File: config.mk
export PLATFORM = sky130hd
export DESIGN_NAME = debounce_multi
export DESIGN_NICKNAME = d
export VERILOG_FILES = /design/src/rtl/debounce_pkg.sv /design/src/rtl/debounce_chan.sv /design/src/rtl/debounce_multi.sv
export SDC_FILE = /design/constraint.sdc
export NUM_CORES = 1
export LEC_CHECK = 0
export ABC_AREA = 0
export ABC_CLOCK_PERIOD_IN_PS = 1900
export CORE_ASPECT_RATIO = 1.75
export CORE_MARGIN = 2
export CORE_UTILIZATION = 58
export DETAILED_ROUTE_END_ITERATION = 10
export GPL_ROUTABILITY_DRIVEN = 1
export PLACE_DENSITY = 0.89
export SYNTH_ARGS = -nofsm -noshare
export SYNTH_HDL_FRONTEND = slang
export SYNTH_HIERARCHICAL = 1
export SYNTH_SLANG_ARGS = --single-unit
File: constraint.sdc
create_clock -name clk -period 1.9 [get_ports clk]
set_clock_uncertainty 0.2 [all_clocks]
set_input_delay 0.57 -clock clk [delete_from_list [all_inputs] [get_ports clk]]
set_output_delay 0.57 -clock clk [all_outputs]
set_load 0.005 [all_outputs]
File: src/rtl/debounce_pkg.sv
// Shared debounce defaults and the counter-width legality check.
// No logic; constants and a constant function only.
package debounce_pkg;

   localparam int unsigned DEF_STABLE_CYCLES = 50000;
   localparam int unsigned DEF_CNT_W         = 16;

   // True when STABLE_CYCLES is at least 2 and STABLE_CYCLES-1 is reachable without wrapping.
   function automatic bit stable_fits(input int unsigned stable, input int unsigned cnt_w);
      return (stable >= 2) && ($clog2(stable + 1) <= cnt_w);
   endfunction

endpackage

File: src/rtl/debounce_chan.sv
// One debounce channel: 2-flop synchroniser, qualify counter, debounced level, edge pulses.
// Latency 2+STABLE_CYCLES cycles from input step to o_state; no backpressure, pulses last one cycle.
module debounce_chan
   import debounce_pkg::*;
#(
   parameter int unsigned STABLE_CYCLES = DEF_STABLE_CYCLES,
   parameter int unsigned CNT_W         = DEF_CNT_W,
   parameter logic        INIT          = 1'b0
) (
   input  logic clk,
   input  logic rst_n,
   input  logic btn,
   output logic o_state,
   output logic o_press,
   output logic o_release
);

   localparam logic [CNT_W-1:0] LAST = CNT_W'(STABLE_CYCLES - 1);

   logic             sync_q1;
   logic             sync_q2;
   logic [CNT_W-1:0] cnt_q;
   logic             differs;
   logic             flip;

   assign differs = (sync_q2 != o_state);
   assign flip    = differs && (cnt_q == LAST);

   // Synchronisers reset to INIT so reset release never looks like a transition.
   always_ff @(posedge clk or negedge rst_n) begin
      if (!rst_n) begin
         sync_q1   <= INIT;
         sync_q2   <= INIT;
         cnt_q     <= '0;
         o_state   <= INIT;
         o_press   <= 1'b0;
         o_release <= 1'b0;
      end else begin
         sync_q1   <= btn;
         sync_q2   <= sync_q1;
         if (!differs || flip) begin
            cnt_q <= '0;
         end else begin
            cnt_q <= cnt_q + 1'b1;
         end
         if (flip) begin
            o_state <= ~o_state;
         end
         o_press   <= flip & ~o_state;
         o_release <= flip &  o_state;
      end
   end

endmodule

File: src/rtl/debounce_multi.sv
// N independent debounce channels plus optional sticky pending/IRQ (macro DEBOUNCE_IRQ_EN).
// Latency 2+STABLE_CYCLES cycles per channel; no backpressure, pending flags hold until i_clr.
module debounce_multi
   import debounce_pkg::*;
#(
   parameter int unsigned N             = 4,
   parameter int unsigned STABLE_CYCLES = DEF_STABLE_CYCLES,
   parameter int unsigned CNT_W         = DEF_CNT_W,
   parameter logic [N-1:0] INIT         = '0
) (
   input  logic         clk,
   input  logic         rst_n,
   input  logic [N-1:0] i_btn,
   input  logic [N-1:0] i_clr,
   output logic [N-1:0] o_state,
   output logic [N-1:0] o_press,
   output logic [N-1:0] o_release,
   output logic [N-1:0] o_pending,
   output logic         o_irq
);

   generate
      if (!stable_fits(STABLE_CYCLES, CNT_W)) begin : g_bad_stable
         $error("debounce_multi: STABLE_CYCLES must be in 2..2**CNT_W-1");
      end
      if (N < 1 || N > 32) begin : g_bad_n
         $error("debounce_multi: N must be in 1..32");
      end
   endgenerate

   for (genvar i = 0; i < N; i++) begin : g_chan
      debounce_chan #(
         .STABLE_CYCLES (STABLE_CYCLES),
         .CNT_W         (CNT_W),
         .INIT          (INIT[i])
      ) u_chan (
         .clk       (clk),
         .rst_n     (rst_n),
         .btn       (i_btn[i]),
         .o_state   (o_state[i]),
         .o_press   (o_press[i]),
         .o_release (o_release[i])
      );
   end

`ifdef DEBOUNCE_IRQ_EN
   logic [N-1:0] pending_q;

   // A pulse arriving with a clear keeps the flag set so no edge is lost.
   always_ff @(posedge clk or negedge rst_n) begin
      if (!rst_n) begin
         pending_q <= '0;
      end else begin
         pending_q <= (pending_q & ~i_clr) | o_press | o_release;
      end
   end

   assign o_pending = pending_q;
   assign o_irq     = |pending_q;
`else
   logic unused_clr;

   assign unused_clr = ^i_clr;
   assign o_pending  = '0;
   assign o_irq      = 1'b0;
`endif

endmodule

-- Yosys cells after proc, flatten, opt, wreduce, memory -nomap -nowiden
Index checks and enable logic that the tools add are counted.
- register bits after elaboration: 84
- input port bits: 10
- output and inout bits: 17
- logic and storage cells: 64
- add/sub/neg operators: 4
- equal/unequal tests: 8
- muxes and demuxes: 4
- bitwise gates (word level): 12
- reductions and logical operators: 12
- operators with widths (kind ; number):
    $add 16x1->16 const B ; 4
    $eq 16x16->1 const B ; 4
    $mux 16 ; 4
    $and 1x1->1 ; 8
    $logic_and 1x1->1 ; 4
    $logic_not 1->1 ; 4
    $logic_or 1x1->1 ; 4
    $ne 1x1->1 ; 4
    $not 1->1 ; 4

-- Logic depth before layout (Yosys ltp)
- word-level depth: 4
- depth in mapped cells: 6
- mapped depth without buffers: 5

-- Hierarchy
Netlist, hierarchy kept.
- modules (own cells, without submodules) (module ; instances ; cells an instance ; area each (µm²) ; seq. area each (µm²)):
    debounce_chan ; 4 ; 88 ; 969.7 ; 525.5
    debounce_multi ; 1 ; 6 ; 41.3 ; 0.0

-- Worst setup path before layout
OpenSTA, ideal clock, no wires.
- path kind: reg-to-reg
- from: register g_chan[0].u_chan.cnt_q[7]
- to: register g_chan[0].u_chan.cnt_q[14]
- library setup time: 77 ps
- arrival: 1452 ps
- required time: 1623 ps
- setup slack: 170 ps
- stages on the path, launching flop included: 5
- buffers on the path: 0
- clock period less this slack: 1730 ps
- path through: dfrtp_1 -> nand4_2 -> or3_1 -> or4_1 -> a21oi_1
- cells in the longest elaborated chain, start to end: 4
- elaborated cells between the ends (all ways): 5
- classes of those cells: add/sub (1); eq/ne (1); mux (1); reduce/logical (2)
- ends and longest elaborated chain (item ; RTL line ; text):
    from (decl) ; debounce_chan.sv:22 ; logic [CNT_W-1:0] cnt_q;
    from (signal assigned) ; debounce_chan.sv:44 ; cnt_q <= cnt_q + 1'b1;
    branches (longest 3 deep; another with $add 16x1->16) ; n/a ;
    $mux 16 (*) ; debounce_chan.sv:41 ; if (!differs || flip) begin
Mark *: on every way between the ends.
A chain may end at the register's enable or synchronous reset.

-- Worst setup path after layout
- from: register g_chan[0].u_chan.cnt_q[0]
- to: register g_chan[0].u_chan.o_state
- cells in the longest elaborated chain, start to end: 2
- ends and longest elaborated chain (item ; RTL line ; text):
    $eq 16x16->1 ; debounce_chan.sv:27 ; assign flip = differs && (cnt_q == LAST);
    $logic_and 1x1->1 ; debounce_chan.sv:27 ;
    to (signal assigned) ; debounce_chan.sv:47 ; o_state <= ~o_state;
    to (decl) ; debounce_chan.sv:13 ; output logic o_state,
Every way passes these cells.

==> impl_results.md <==
- Status: complete, but fails checks
- Violated checks: setup timing
- Largest net degree at the start of global routing: 34
- Detail Route Antenna Nets: 0
- DPL Wire Length: 5060 um
- Number of CTS-inserted buffers: 9
- Max clock buf depth: 2
- Post-Route WL: approximately 7800 um
- Non-Filler Instances: about 500
- Initial Utilization: 0.600
- Fmax achieved: between 0.5 and 0.6 GHz
- Slew Limit Fails: 0
- DIE AREA: 7460 um^2
- Core area: between 6000 and 7000 um^2
- First-pass GRT wire length: roughly 13000 um
- Multi-input gate area: between 1500 and 2000 um^2
- CP max FO: 5
- FP Rows: 39
- Setup Viol. Count Final: 1
- Synth async-reset ratio: 1.00
- Synthesized cell area: between 3000 and 4000 um^2
- Root Buffer: clkbuf_16
- Vias in the first global route: a little under 3000
- Final-stage net count: approximately 420
- PwrDens: a little over 800 nW/um^2
- YS warnings: 6
- VDD IR-drop max: just over 0.9 mV
- R2r startpoint: g_chan[0].u_chan/cnt_q[0]
- Critical path cell sequence: ha_1 -> and3_1 -> nand4_1 -> buf_4 -> mux2_1
- Post-synth EDFFs: 0
- FF/Latch Area: 2100 um^2
- Comb pwr share: 0.032
- Final Cycle Share: 1.01
- Endpoints failing hold: 0
- Area grow syn2layout: 20.6%
- WS Path Type: flop to flop
- Cell family with most CP delay: flip-flops
- Drt first pass iters: 4
- Synth Instances: ~360
- Time the worst path needs with I/O delays and setup: 1.93 ns
- Clock H-tree levels: 3
- Via count: between 2000 and 3000
- Layout cells sized above 1: 0.155
- Clock Latency Late Sink: 0.34 ns
- HP Class: flop to flop
- Hold Startpoint: g_chan[3].u_chan/sync_q1
- Grt total ovfl: 0
- Post-Place Cells: approximately 470
- Initial antenna violation count: 0
- Finished Cell Area: 4730 um^2
- Slowest CP cell: dfrtp_1
- Switch share: 0.209
- Post-synthesis register bit count: between 80 and 90
- Most common cell in the synthesized netlist: dfrtp_1
- Power after layout: between 3000 and 4000 uW
- Slowest stage delay, CP: ~0.43 ns
- Drc violations: 0
- Worst Path Arrival: 1.94 ns
- Max_cap viols: 0
- Leak pwr: ~0.002 uW
- Placement Cell Area: 4330 um^2
- Clock power share: 0.488
- # IOs: 27
- Synth area leaders: dfrtp_1 54%, xnor2_1 9.8%, nor2_1 6.1%
- Gpl congestion: roughly 0.86
- Post-synthesis cell type count: 28
- Register area share after synthesis: 0.536
- Reg power frac: 0.479
- Worst Path Required: around 1.9 ns
- Die height: 113 um
- CP Launch Type: flop
- Aggregate global-route resource usage: 0.233
- TritonCTS clock tree: built
- Worst Setup Slack, final: -0.0262 ns
- Port buffer count: 17
- Post-synth top area share: 0.536
- Reg-to-reg slack, setup: -0.03 ns
- Post-synth top flop: dfrtp_1
- Ant. Diodes: 0
- Num Clock Sinks: 84
- Synth Area per Inst: around 11 um^2
- Clock Pin Slew Worst Setup and Hold Paths: 0.06 ns
- NetSw: 806 uW
- Pint: 3050 uW
- Synth cell count leaders: 84 x dfrtp_1, 64 x nor2_1, 44 x xnor2_1, 16 x nand3_1, 16 x nor3_1
- Wire per inst: between 15 and 20 um
- Crit path launch: g_chan[0].u_chan/cnt_q[0]
- CP Buf/Inv Count: 1
- Setup crit end kind: flop
- 1st-iter DRT viols: slightly below 200
- Vias/cell: ~5.7
- Leading area contributor after synthesis: dfrtp_1
- Worst slack, placed: slightly above 0.04 ns
- # fillers: slightly above 400
- Die W: ~66 um
power groups by stage:
stage | Clock (uW) | Sequential (uW) | Combinational, uW
after floorplan | 0 | 1870 | 63.7
after global placement | 0 | 1880 | 118
after detailed placement | 0 | 1880 | 122
after CTS | 1920 | 1850 | 127
after global routing | 2000 | 1850 | 145
final | 1890 | 1850 | 125
timing repair:
| item | 4_1_cts | 5_1_grt |
|---|---|---|
| endpoints found under the setup margin | 12 | 26 |
| setup buffers | 3 | 4 |
| pin swaps | 0 | 1 |
| cloned | 0 | 0 |
| endpoints found under the hold margin | 30 | 0 |
| gates resized for setup | 12 | 6 |
| hold buffers | 1 | 0 |
logic make-up (layout without fill, tap and decap cells):
kind of cell,count (synthesis),after routing,synth area share
compound gates,8,8,0.0128
xor+xnor,56,56,0.125
fa+ha+maj,4,4,0.0128
buf+inv,25,76,0.0300
flops,84,84,0.536
mux,4,4,0.0115
other cells,1,5,0.000957
simple gates,176,176,0.271
metrics by stage:
stage                      util  hold slack [ns]  TNS [ns]
after floorplan               -           0.0744         0
after global placement    0.662            0.138         0
after detailed placement  0.662            0.142         0
after CTS                 0.715            0.155         0
after global routing      0.723            0.156    -0.382
final                     0.723            0.154   -0.0262
sequential cells by signal (all words and copies together) (netlist names):
name	count
g_chan.u_chan/sync_q2	4
g_chan.u_chan/cnt_q	64
g_chan.u_chan/o_state	4
g_chan.u_chan/o_press	4
g_chan.u_chan/sync_q1	4
g_chan.u_chan/o_release	4
area by class of cell:
cell class / instances / share of cell area
clock inverters: 5 / 0.0180
clock buffers: 11 / 0.0514
inverters: 16 / 0.0127
flip-flops and latches: 84 / 0.445
well taps: 82 / 0.0217
repair buffers: 44 / 0.0837
multi-input cells: 253 / 0.367
layer usage:
metal  share of wire  vias up  GRT usage  wire (um)
met5               0        -          0          0
li1                -     1326          -          -
met3           0.037       13     0.0616        287
met1            0.38     1434      0.277       3000
met2            0.56       60      0.383       4410
met4           0.017        0      0.120        132
cell usage in the layout, fill, tap and decap left out, types with 5 or more instances in the layout:
| master | instances |
|---|---|
| nor4bb_1 | 8 |
| dfrtp_1 | 83 |
| nand4_1 | 12 |
| and3_1 | 8 |
| xnor2_1 | 44 |
| xor2_1 | 12 |
| nor3_1 | 16 |
| nand3_2 | 7 |
| nand3_1 | 13 |
| buf_4 | 24 |
| inv_1 | 12 |
| nor3b_1 | 8 |
| conb_1 | 5 |
| dlygate4sd2_1 | 12 |
| nor4_1 | 12 |
| nor2_1 | 64 |
| clkbuf_16 | 9 |
path summary, 6_finish.rpt:
path / endpoint / cells past startpoint
min in group asynchronous: g_chan[1].u_chan/cnt_q[11] / 2
worst min-delay path: g_chan[3].u_chan/sync_q2 / 0
worst max-delay path: g_chan[0].u_chan/o_state / 5
worst min register to register: g_chan[3].u_chan/sync_q2 / 0
worst max register to register: g_chan[0].u_chan/o_state / 5
max in group asynchronous: g_chan[1].u_chan/o_release / 3
Power figures use the tool's default switching activity.
